==> src/rtl/shift_reg_bank.sv <==
// rtl/shift_reg_bank.sv - debounced button-driven load/shift chain of DEPTH words

// rtl/shift_reg_bank.sv - button conditioner: 2-FF sync, debounce, falling-edge press pulse
module btn_debounce #(
   parameter int DEBOUNCE = 4
) (
   input  logic clk,
   input  logic reset,
   input  logic btn,
   output logic press
);

   localparam int CW = (DEBOUNCE > 1) ? $clog2(DEBOUNCE) : 1;
   localparam logic [CW-1:0] CNT_MAX = CW'(DEBOUNCE - 1);

   logic          s1;
   logic          s2;
   logic          db;
   logic          db_q;
   logic [CW-1:0] cnt;
   // v1/v2 mark when s2 holds a real post-reset sample rather than its reset value
   logic          v1;
   logic          v2;
   // armed only after the synchronised button has been seen released, so a
   // button held through reset cannot produce a press until it is re-pressed
   logic          armed;

   // synchronise, debounce and track release-after-reset
   always_ff @(posedge clk) begin
      if (!reset) begin
         s1    <= 1'b1;
         s2    <= 1'b1;
         db    <= 1'b1;
         db_q  <= 1'b1;
         cnt   <= '0;
         v1    <= 1'b0;
         v2    <= 1'b0;
         armed <= 1'b0;
      end else begin
         s1   <= btn;
         s2   <= s1;
         db_q <= db;
         v1   <= 1'b1;
         v2   <= v1;
         if (v2 && s2) begin
            armed <= 1'b1;
         end
         if (s2 == db) begin
            cnt <= '0;
         end else if (cnt == CNT_MAX) begin
            db  <= s2;
            cnt <= '0;
         end else begin
            cnt <= cnt + 1'b1;
         end
      end
   end

   assign press = db_q & ~db & armed;

endmodule

module shift_reg_bank #(
   parameter int WIDTH    = 8,
   parameter int DEPTH    = 2,
   parameter int DEBOUNCE = 4,
   parameter int CNT_W    = 8
) (
   input  logic                   clk,
   input  logic                   reset,
   input  logic                   btn_load,
   input  logic                   btn_shift,
   input  logic                   btn_mode,
   input  logic [WIDTH-1:0]       sw,
   output logic [WIDTH*DEPTH-1:0] data_flat,
   output logic [1:0]             mode,
   output logic                   shift_out,
   output logic [CNT_W-1:0]       shift_cnt
);

   localparam int L = WIDTH * DEPTH;

   localparam logic [1:0] MODE_LSR = 2'd0;
   localparam logic [1:0] MODE_LSL = 2'd1;
   localparam logic [1:0] MODE_ROR = 2'd2;
   localparam logic [1:0] MODE_ASR = 2'd3;

   logic             load_p;
   logic             shift_p;
   logic             mode_p;
   logic [L-1:0]     chain;
   logic [1:0]       mode_r;
   logic             sout_r;
   logic [CNT_W-1:0] cnt_r;

   btn_debounce #(.DEBOUNCE(DEBOUNCE)) u_db_load (
      .clk   (clk),
      .reset (reset),
      .btn   (btn_load),
      .press (load_p)
   );

   btn_debounce #(.DEBOUNCE(DEBOUNCE)) u_db_shift (
      .clk   (clk),
      .reset (reset),
      .btn   (btn_shift),
      .press (shift_p)
   );

   btn_debounce #(.DEBOUNCE(DEBOUNCE)) u_db_mode (
      .clk   (clk),
      .reset (reset),
      .btn   (btn_mode),
      .press (mode_p)
   );

   // load has priority; a coincident shift press is dropped, not queued
   always_ff @(posedge clk) begin
      if (!reset) begin
         chain  <= '0;
         sout_r <= 1'b0;
         cnt_r  <= '0;
      end else if (load_p) begin
         chain[L-1 -: WIDTH] <= sw;
         cnt_r               <= '0;
      end else if (shift_p) begin
         case (mode_r)
            MODE_LSR: begin
               chain  <= {1'b0, chain[L-1:1]};
               sout_r <= chain[0];
            end
            MODE_LSL: begin
               chain  <= {chain[L-2:0], 1'b0};
               sout_r <= chain[L-1];
            end
            MODE_ROR: begin
               chain  <= {chain[0], chain[L-1:1]};
               sout_r <= chain[0];
            end
            default: begin
               chain  <= {chain[L-1], chain[L-1:1]};
               sout_r <= chain[0];
            end
         endcase
         if (cnt_r != {CNT_W{1'b1}}) begin
            cnt_r <= cnt_r + 1'b1;
         end
      end
   end

   // mode advances independently; a same-cycle shift already used the old mode
   always_ff @(posedge clk) begin
      if (!reset) begin
         mode_r <= MODE_LSR;
      end else if (mode_p) begin
         mode_r <= mode_r + 2'd1;
      end
   end

   assign data_flat = chain;
   assign mode      = mode_r;
   assign shift_out = sout_r;
   assign shift_cnt = cnt_r;

endmodule

==> config.mk <==
export PLATFORM = sky130hd
export DESIGN_NAME = shift_reg_bank
export DESIGN_NICKNAME = d
export VERILOG_FILES = /design/src/rtl/shift_reg_bank.sv
export SDC_FILE = /design/constraint.sdc
export NUM_CORES = 1
export LEC_CHECK = 0
export CAP_MARGIN = 20
export CORE_ASPECT_RATIO = 0.7
export CORE_MARGIN = 4
export CORE_UTILIZATION = 45
export DETAILED_ROUTE_END_ITERATION = 8
export PLACE_DENSITY = 0.71
export SETUP_SLACK_MARGIN = 0.05
export SYNTH_ARGS = -nofsm -noshare
export SYNTH_HDL_FRONTEND = slang
export SYNTH_SLANG_ARGS = --single-unit
export TNS_END_PERCENT = 10
==> constraint.sdc <==
create_clock -name clk -period 2 [get_ports clk]
set_clock_uncertainty 0.05 [all_clocks]
set_input_delay 0.2 -clock clk [delete_from_list [all_inputs] [get_ports clk]]
set_output_delay 0.2 -clock clk [all_outputs]
set_load 0.01 [all_outputs]
# Word level (Yosys, flattened, before mapping)
# Index checks and enable logic that the tools add are counted.
[op_classes]
n_addsub = 5
eq_ne = 9
muxes = 5
bitwise_logic = 14
reduce_logical = 16
[ops]
columns = ["cell", "count"]
rows = [
  ["case mux 16 bit (3 select lines)", 1],
  ["two-way mux 16 bit", 1],
  ["AND reduction 2 bit", 6],
  ["OR reduction 3 bit", 3],
  ["adder 2 x 1 -> 2 bit, second input constant", 4],
  ["adder 8 x 1 -> 8 bit, second input constant", 1],
  ["equality test 2 bit, second input constant", 4],
  ["two-way mux 8 bit", 1],
  ["inequality test 8 bit, second input constant", 1],
  ["NOT 1 bit", 8],
  ["AND 1 bit", 6],
  ["nonzero test 4 bit", 1],
  ["equality test 1 bit", 3],
  ["logical AND 1 bit", 3],
  ["equality test 2 x 1 -> 1 bit, second input constant", 1],
  ["logical NOT 2 bit", 1],
  ["two-way mux 1 bit", 2],
  ["nonzero test 2 bit", 1],
  ["OR reduction 2 bit", 1],
]
[word_totals]
reg_bits = 50
inputBits = 13
out_inout_bits = 27
word_cells = 75

# Longest topological paths before layout
[depth]
depth_word = 5
depth_mapped = 7
depth_no_buf = 6

# Hierarchy
# From an unflattened synthesis, not the netlist that was laid out.
[hier_totals]
hier_cells = 222
hier_area_um2 = 2229.6
[modules_own_cells]
columns = ["mod", "n_inst", "cells_each", "area_each_um2"]
rows = [
  ["shift_reg_bank", 1, 153, 1388.8],
  ["btn_debounce", 3, 23, 280.3],
]

# Worst setup path before layout
# OpenSTA, ideal clock, no wires.
[synth_timing]
path_kind = "register to register"
startpoint = "register mode_r[0], in the netlist mode[0]"
endpoint = "register chain[1], in the netlist data_flat[1]"
setup_time_ns = 0.123
arrival_time_ns = 1.642
required_time_ns = 1.827
setup_slack_ns = 0.185
stages_incl_launch_ff = 8
n_path_buf = 2
synth_period_minus_slack_ns = 1.815
path_cell_list = "dfxtp_1 -> inv_1 -> ha_1 -> or3_1 -> buf_2 -> buf_6 -> a221oi_1 -> nor2_1"
[synth_between]
elab_chain_len = 2
word_cells_on_any_way = 4
classes_between = "eq/ne (2); mux (1); reduce/logical (1)"
[synth_lines]
columns = ["element", "line", "rtl"]
rows = [
  ["start, declared", "92", "logic [1:0] mode_r;"],
  ["start signal, assigned", "156", "mode_r <= mode_r + 2'd1;"],
  ["equality test 2 bit, or another cell as far along", "127", "case (mode_r)"],
  ["case mux 16 bit (3 select lines) *", "127", ""],
  ["end signal, assigned by index", "124", "chain[L-1 -: WIDTH] <= sw;"],
  ["end signal, assigned", "129", "chain <= {1'b0, chain[L-1:1]};"],
  ["end signal, assigned", "133", "chain <= {chain[L-2:0], 1'b0};"],
  ["end, declared", "91", "logic [L-1:0] chain;"],
]
# Every way passes the cells marked *; elsewhere a longest branch is shown, timed or not.
# A chain may end at the register's enable or synchronous reset.

# Final worst setup path
[layout_timing]
startpoint = "register mode_r[0], in the netlist mode[0]"
endpoint = "register chain[14], in the netlist data_flat[14]"
[layout_between]
elab_chain_len = 4
word_cells_on_any_way = 6
classes_between = "eq/ne (2); mux (3); reduce/logical (1)"
[layout_lines]
columns = ["element", "line", "rtl"]
rows = [
  ["equality test 2 bit, or another cell as far along", "127", ""],
  ["case mux 16 bit (3 select lines) *", "127", ""],
  ["two-way mux 16 bit *", "126", "end else if (shift_p) begin"],
  ["two-way mux 8 bit *", "123", "end else if (load_p) begin"],
]
# Every way passes the cells marked *; elsewhere a longest branch is shown, timed or not. The select of a mux whose other input is x is not followed.

==> run_results.csv <==
group,metric,value,unit
placed_design,placed_cells,298,
floorplanning,die_area,0.00577,mm²
timing,relSlewSlack,0.752,
power_and_ir_drop,power_density,627,mW/mm²
global_route,grt_start_max_net_pins,33,
placed_design,post_dp_cell_area,0.00250,mm²
final_layout,regArea,0.00100,mm²
timing,fmax,567,MHz
logic_synthesis,synthArstFlopShare,0,
clock_tree,worstSkewPairLatency,0.29,ns
global_route,use_met3,0.0496,
logic_synthesis,ys_warn_count,0,
clock_tree,cts.path.max_buffers,2,
global_route,grtUsageMet1,0.244,
timing,setup_tns,0,ns
logic_synthesis,synth_flop_cell,"dfxtp_1",
final_layout,instances_no_fill,305,
floorplanning,coreArea,0.00438,mm²
setup_path,path_max_fanout,14,
detailed_routing,drtAntennaViolNets,0,
clock_tree,numCtsBuffers,5,
logic_synthesis,synth_seq_cells,50,
logic_synthesis,synth_edf_count,0,
detailed_routing,wl_per_cell,14.9,µm
timing,tightestPinTransition,0.372,ns
clock_tree,cts_max_level,2,
detailed_routing,drt-total-wl,4550,µm
placed_design,numPortBuffers,39,
clock_tree,cts.clk_slew.worst_paths,0.08,ns
setup_path,reg2regPathDepth,5,
timing,rsz0062_at_grt,"no",
final_layout,final_area,0.00258,mm²
outcome,status,"finished, final reports clean",
floorplanning,start_util,0.473,
final_layout,drive_above_1_share,0.0640,
detailed_routing,drt-vias-per-instance,5.57,
global_route,grt.overflow.total,0,
placed_design,hpwl,3300,µm
power_and_ir_drop,p_leak,0.000972,µW
floorplanning,die_w,89.1,µm
placed_design,routabilityCongestion,0.760,
final_layout,multi_input_area,0.00101,mm²
global_route,grt_pass1_wl,7650,µm
detailed_routing,drc,0,
setup_path,path_class,"register to register",
clock_tree,postCtsSetupBuffers,0,
setup_path,critPathLaunch,"mode[0]",
setup_path,worstSetupEndpointType,"register",
setup_path,r2r_end,"data_flat[14]",
setup_path,r2r_slack,0.24,ns
timing,finalHoldViolations,0,
clock_tree,root_buffer,"clkbuf_8",
timing,finalCriticalPeriod,1.76,ns
detailed_routing,vias,1700,
timing,slew_violations,0,
final_layout,most-common-layout-cells,"49 x dfxtp_1, 39 x clkdlybuf4s50_1, 18 x nand2_1, 16 x o21ai_1, 12 x nor2_1",
setup_path,crit_path_end,"data_flat[14]",
logic_synthesis,syn-num-nets,232,
detailed_routing,drt_iter0_markers,135,
setup_path,r2r-start,"mode[0]",
logic_synthesis,syn_inst,211,
detailed_routing,drt_first_pass_iters,4,
timing,whs,0.357,ns
run,cap_violations,0,
logic_synthesis,synth.avg_cell_area,9.81,µm²
floorplanning,rows,20,
clock_tree,cts_tree,"yes",
worst_hold_path,min_path_cells,1,
timing,fin_crit_sh,0.882,
setup_path,arrival,1.89,ns
logic_synthesis,seq_area_frac_synth,0.483,
final_layout,diodes,0,
final_layout,area_delta_synth_final,24.7,%
timing,setup_viol,0,
logic_synthesis,syn_area,0.00207,mm²
setup_path,startpoint_type,"register",
global_route,busiest_layer,"met1",
final_layout,final_nets,271,
final_layout,fill_cells,415,
setup_path,cp.required,2.12,ns
global_route,track_usage,0.171,
clock_tree,cts.sinks,50,
final_layout,fin_util,0.590,
worst_hold_path,hold_class,"register to register",
global_route,gr-usage-met2,0.241,
floorplanning,die_h,64.8,µm
power_and_ir_drop,ir_worst_vdd,0.000434,V
global_route,antenna_found_initial,0,
clock_tree,hold_buffers,0,
logic_synthesis,synth_cell_types,42,
global_route,grt_pass1_vias,1555,
final_layout,layout_commonest_cell,"dfxtp_1",
floorplanning,ios,40,
## layout make-up
type / instances / share of cell area
multi-input cells: 147 / 0.390
clock buffers: 7 / 0.0296
inverters: 4 / 0.00581
flip-flops and latches: 50 / 0.388
repair buffers: 42 / 0.160
well taps: 55 / 0.0266
## synthesized netlist by cell type, types with 2 or more instances
cell type	number	area share
a221oi_2	3	0.022
o21ai_1	16	0.039
nor4bb_1	3	0.015
mux2i_1	5	0.024
buf_2	6	0.015
a21oi_1	4	0.0097
a31oi_1	4	0.012
inv_1	4	0.0072
nand2b_1	9	0.027
nor2_1	12	0.022
ha_1	8	0.048
dfxtp_1	50	0.48
and4b_1	3	0.015
a221oi_1	11	0.047
and2_1	4	0.012
nor2b_1	4	0.012
nand3b_1	2	0.0072
xnor2_1	2	0.0085
o21ai_0	9	0.022
xor2_1	3	0.013
nand2_1	18	0.033
and3_1	2	0.0060
nand3_1	5	0.012
nor3_1	4	0.0097
clkbuf_1	3	0.0054
## flip-flops by register name, indices dropped and copies added (netlist names), 2 cells and up
register        flops
u_db_shift.cnt      2
mode                2
u_db_load.cnt       2
data_flat          16
u_db_mode.cnt       2
shift_cnt           8
## stage by stage
stage / power (µW) / setup WS [ns]
after global routing: 1690 / 0.108
after global placement: 1100 / 0.126
final: 1620 / 0.237
after floorplan: 1060 / 0.185
after detailed placement: 1100 / 0.0178
after CTS: 1640 / 0.173
## worst max-delay path: stages (launching register included)
cell	delay (ns)
dfxtp_2	0.38
inv_1	0.08
ha_1	0.23
or3_4	0.47
a221oi_1	0.30
o31ai_1	0.12
## worst min-delay path by stage
stage,from,endpoint
floorplan,reset,u_db_shift.v1
global placement,u_db_mode.s1,u_db_mode.s2
detailed placement,u_db_mode.s1,u_db_mode.s2
CTS,u_db_mode.s1,u_db_mode.s2
global route,u_db_shift.s1,u_db_shift.s2
finish,u_db_mode.s1,u_db_mode.s2
## report_power, final
group	switching [µW]	leakage (µW)	internal (µW)
Combinational	23.6	0.000527	34.6
Sequential	8.60	0.000406	1010
Clock	302	0.0000383	241
Total	335	0.000972	1280
## repair_timing
item	4_1_cts	5_1_grt
endpoints found under the setup margin	1	4
pin swaps	0	0
hold endpoints to repair	0	0
resized for setup	1	1
## per-layer routing
layer,routed length [µm],part of all wire
met5,0,0
met4,46,0.010
met1,2280,0.50
met3,287,0.063
met2,1940,0.43
## cell families after synthesis
kind of cell	count (synthesis)	synth area share
AO/OA/AOI/OAI	56	0.189
XOR/XNOR	5	0.0212
adder cells (fa/ha/maj)	8	0.0483
buffers and inverters	14	0.0326
flip-flops	50	0.483
multiplexers	5	0.0242
AND/OR/NAND/NOR	73	0.202
Power figures use the tool's default switching activity.
==> RTL change 1: new RTL, config.mk and constraints unchanged <==
Put one more register stage on the output `data_flat`, without a reset. The value now appears one clock later. The other outputs are not delayed to match.
--- a/src/rtl/shift_reg_bank.sv
+++ b/src/rtl/shift_reg_bank.sv
@@ -157,7 +157,9 @@
       end
    end
 
-   assign data_flat = chain;
+   always_ff @(posedge clk) begin
+      data_flat <= chain;
+   end
    assign mode      = mode_r;
    assign shift_out = sout_r;
    assign shift_cnt = cnt_r;
Formal check against the unedited RTL: not equivalent (a bounded check fails within 10 cycles, from zero or initial values and one cycle with reset low).
==> RTL change 1 against the original RTL <==
  * Synthesized area up 18%
  * Highest routed layer unchanged
  * Critical endpoint is now chain[8]
  * Sequential share of layout area increased by 4.5 points
  * Total power up 51%
  * Routed wire length grew 0.33%
  * Via count rose by 1.7%
  * Final area is 18% higher
  * Sequential cell count increased by 16
  * Final cell count is 12% higher
  * Worst setup slack improved by 0.91 ps
==> RTL change 1: results (changes against the original RTL) <==
status: "complete, no violations"
post-place-ws_ps: 80.3  # +62.6 ps
powerSeq_uw: 1340  # +31%
synthAdderAreaFrac: 0.0410  # -0.00738
clk-power_uw: 1050  # +93%
grt_pass1_wl_mm: 7.60  # -0.55%
multi_input_area_sq_um: 1030  # +2.2%
finalCriticalPeriod_ps: 1760  # -0.909 ps
drtIter0Drc: 64  # -53%
dpl-instance-area_sq_um: 2860  # +14%
synthTopCellsByArea: "dfxtp_1, ha_1, o211a_1"
grt_util_met1: 0.195  # -0.0494
vias_per_cell: 5.04  # -9.6%
ys_types: 38  # -9.5%
dr_wl_met3_microns: 341  # +19%
final_layout_size_suffix_gt1_frac: 0.0738  # +0.00980
synth_xor_area_frac: 0.0179  # -0.00323
htreeDepth: 3  # +1
totalWireLength_mm: 4.56  # +0.33%
yosys-mux-area-fraction: 0.0328  # +0.00860
dp.cells: 328  # +10%
grt_use_met3: 0.0705  # +0.0209
clock_latency_ps: 330  # +40 ps
wl_met1_mm: 2.24  # -1.7%
fillers: 465  # +12%
grt.met2_usage: 0.205  # -0.0358
cts_buffers: 9  # +4
reg2reg_slack_ps: 240  # about the same
wl_met2_mm: 1.92  # -0.62%
synth_nets: 248  # +6.9%
dp_hpwl_mm: 3.13  # -5.1%
static-leakage-power_uw: 0.00126  # +29%
hold_path.startpoint: "chain[1]"
min_path_cells: 0  # -1
synth_compound_area_frac: 0.164  # -0.0242
total_power_uw: 2450  # +51%
synth_top_cells_by_count: "dfxtp_1, nand2_1, o211a_1, o21ai_0, nand2b_1"
wl_per_cell_microns: 13.3  # -11%
p_sw_frac: 0.199  # -0.00783
ir_worst_vdd_v: 0.000552  # +27%
r2r-end: "chain[8]"
place.gp.congestion: 0.722  # -5.0%
## RTL change 1: changes by cell type in the layout (fill, tap and decap cells not counted), sizes merged, moves of 3 or more
cell / unedited run / this run
dfxtp: 50 / 66
nand3: 5 / 2
a22oi: 1 / 8
a221oi: 14 / 7
nor2: 13 / 8
a31oi: 4 / 0
nand2: 18 / 23
o211a: 1 / 10
o21ai: 25 / 17
nand4: 1 / 4
mux2i: 5 / 8
clkbuf: 7 / 12
## RTL change 1: worst max-delay path by stage
stage                       from      endpoint  depth (start not counted)
finish                   mode[0]      chain[8]                          5
global route        shift_cnt[0]  shift_cnt[1]                          5
CTS                      mode[0]      chain[8]                          5
detailed placement       mode[0]      chain[8]                          5
global placement         mode[0]     chain[14]                          5
floorplan                mode[0]      chain[6]                          8
## RTL change 1: layout make-up
cell class              count  area share
clock inverters             3      0.0131
flip-flops and latches     66       0.433
repair buffers             41       0.133
well taps                  72      0.0295
inverters                   5     0.00615
multi-input cells         144       0.338
clock buffers              12      0.0476
==> RTL change 2: new RTL, same settings <==
Without the edit above. `DEBOUNCE` is set to 4 in 2 places; all go to 8.
--- a/src/rtl/shift_reg_bank.sv
+++ b/src/rtl/shift_reg_bank.sv
@@ -2,7 +2,7 @@
 
 // rtl/shift_reg_bank.sv - button conditioner: 2-FF sync, debounce, falling-edge press pulse
 module btn_debounce #(
-   parameter int DEBOUNCE = 4
+   parameter int DEBOUNCE = 8
 ) (
    input  logic clk,
    input  logic reset,
@@ -63,7 +63,7 @@
 module shift_reg_bank #(
    parameter int WIDTH    = 8,
    parameter int DEPTH    = 2,
-   parameter int DEBOUNCE = 4,
+   parameter int DEBOUNCE = 8,
    parameter int CNT_W    = 8
 ) (
    input  logic                   clk,
Check against the original RTL: not equivalent (Yosys sat finds a counterexample within 10 cycles, from zero or initial values and one cycle with reset low).
==> RTL change 2 against the original RTL <==
  * Critical path depth stayed put
  * Routed wire length is 7.2% lower
  * Via count is 1.8% higher
  * Final cell count is 4.9% higher
  * Sequential cell count is 3 higher
  * Worst setup slack worse by 27 ps
  * Hold slack better by 5.8 ps
  * Synthesized area is 3.4% higher
  * Clock power is 37% higher
  * Largest power group unchanged
  * Sequential power is 6% higher
  * Final area is 5.4% higher
  * Total power is 16% higher
  * Sequential share of layout area is 0.18 points higher
==> RTL change 2: results (changes against the original RTL) <==
status: "complete, no violations"
grt_pass1_vias: 1613  # +3.7%
syn_area_per_cell_sq_um: 9.69  # -1.3%
finalNonFillerCells: 320  # +4.9%
place.gp.congestion: 0.771  # +1.4%
dpl-instance-area_sq_um: 2600  # +4.0%
vias: 1730  # +1.8%
synth_xor_area_frac: 0.0205  # -0.000692
wl_per_cell_microns: 13.2  # -12%
grt_util_met1: 0.200  # -0.0446
dp.cells: 312  # +4.7%
crit_fanout: 15  # +1
synthTopCellsByArea: "dfxtp_1, ha_1, o21ai_0"
synth_top_cells_by_count: "dfxtp_1, nor2_1, o21ai_0"
static-leakage-power_uw: 0.00101  # +3.6%
final_layout_size_suffix_gt1_frac: 0.0642  # +0.000151
synthAdderAreaFrac: 0.0643  # +0.0160
yosysSeqAreaShare: 0.496  # +0.0122
synth_nets: 245  # +5.6%
pwr-share-comb: 0.033  # -0.003
worst_pin_slew_ps: 823  # +450 ps
switchingPower_uw: 373  # +11%
dp_hpwl_mm: 3.10  # -6.0%
dr_wl_met3_microns: 260  # -9.4%
drtIter0Drc: 79  # -41%
grt_max_degree: 18  # -45%
grt_use_total: 0.151  # -0.0194
yosys-mux-area-fraction: 0.0281  # +0.00388
clk-power_uw: 746  # +37%
worstPathArrival_ps: 1910  # +20 ps
grt_use_met3: 0.0492  # -0.000356
wl_met2_mm: 1.75  # -9.7%
wl_met1_mm: 2.17  # -4.7%
==> RTL change 2: changes by cell type after synthesis, sizes merged, moves of 4 or more <==
cell / delta
nor2: +8
a22oi: +7
o21ai: -8
a221oi: -7
nor3: +4
a21oi: +4
a211oi: +7
==> RTL change 2: worst paths after layout <==
kind                            slack [ps]          from            to
worst min-delay path                   360  u_db_mode.s1  u_db_mode.s2
worst max register to register         210       mode[0]  data_flat[8]
worst min register to register         360  u_db_mode.s1  u_db_mode.s2
worst max-delay path                   210       mode[0]  data_flat[8]
==> RTL change 2: layout make-up <==
cell class | count | area (sq um)
tap | 55 | 68.8
multi-input combinational | 155 | 1020
inverter | 4 | 15.0
fill | 402 | 1730
clock inverter | 1 | 30.0
timing repair buffer | 45 | 435
clock buffer | 7 | 86.3
sequential | 53 | 1060
==> RTL change 2: cell families after synthesis <==
group / after synthesis
mux: 6
compound gates: 56
flops: 53
buf+inv: 13
xor+xnor: 5
fa+ha+maj: 11
simple gates: 77
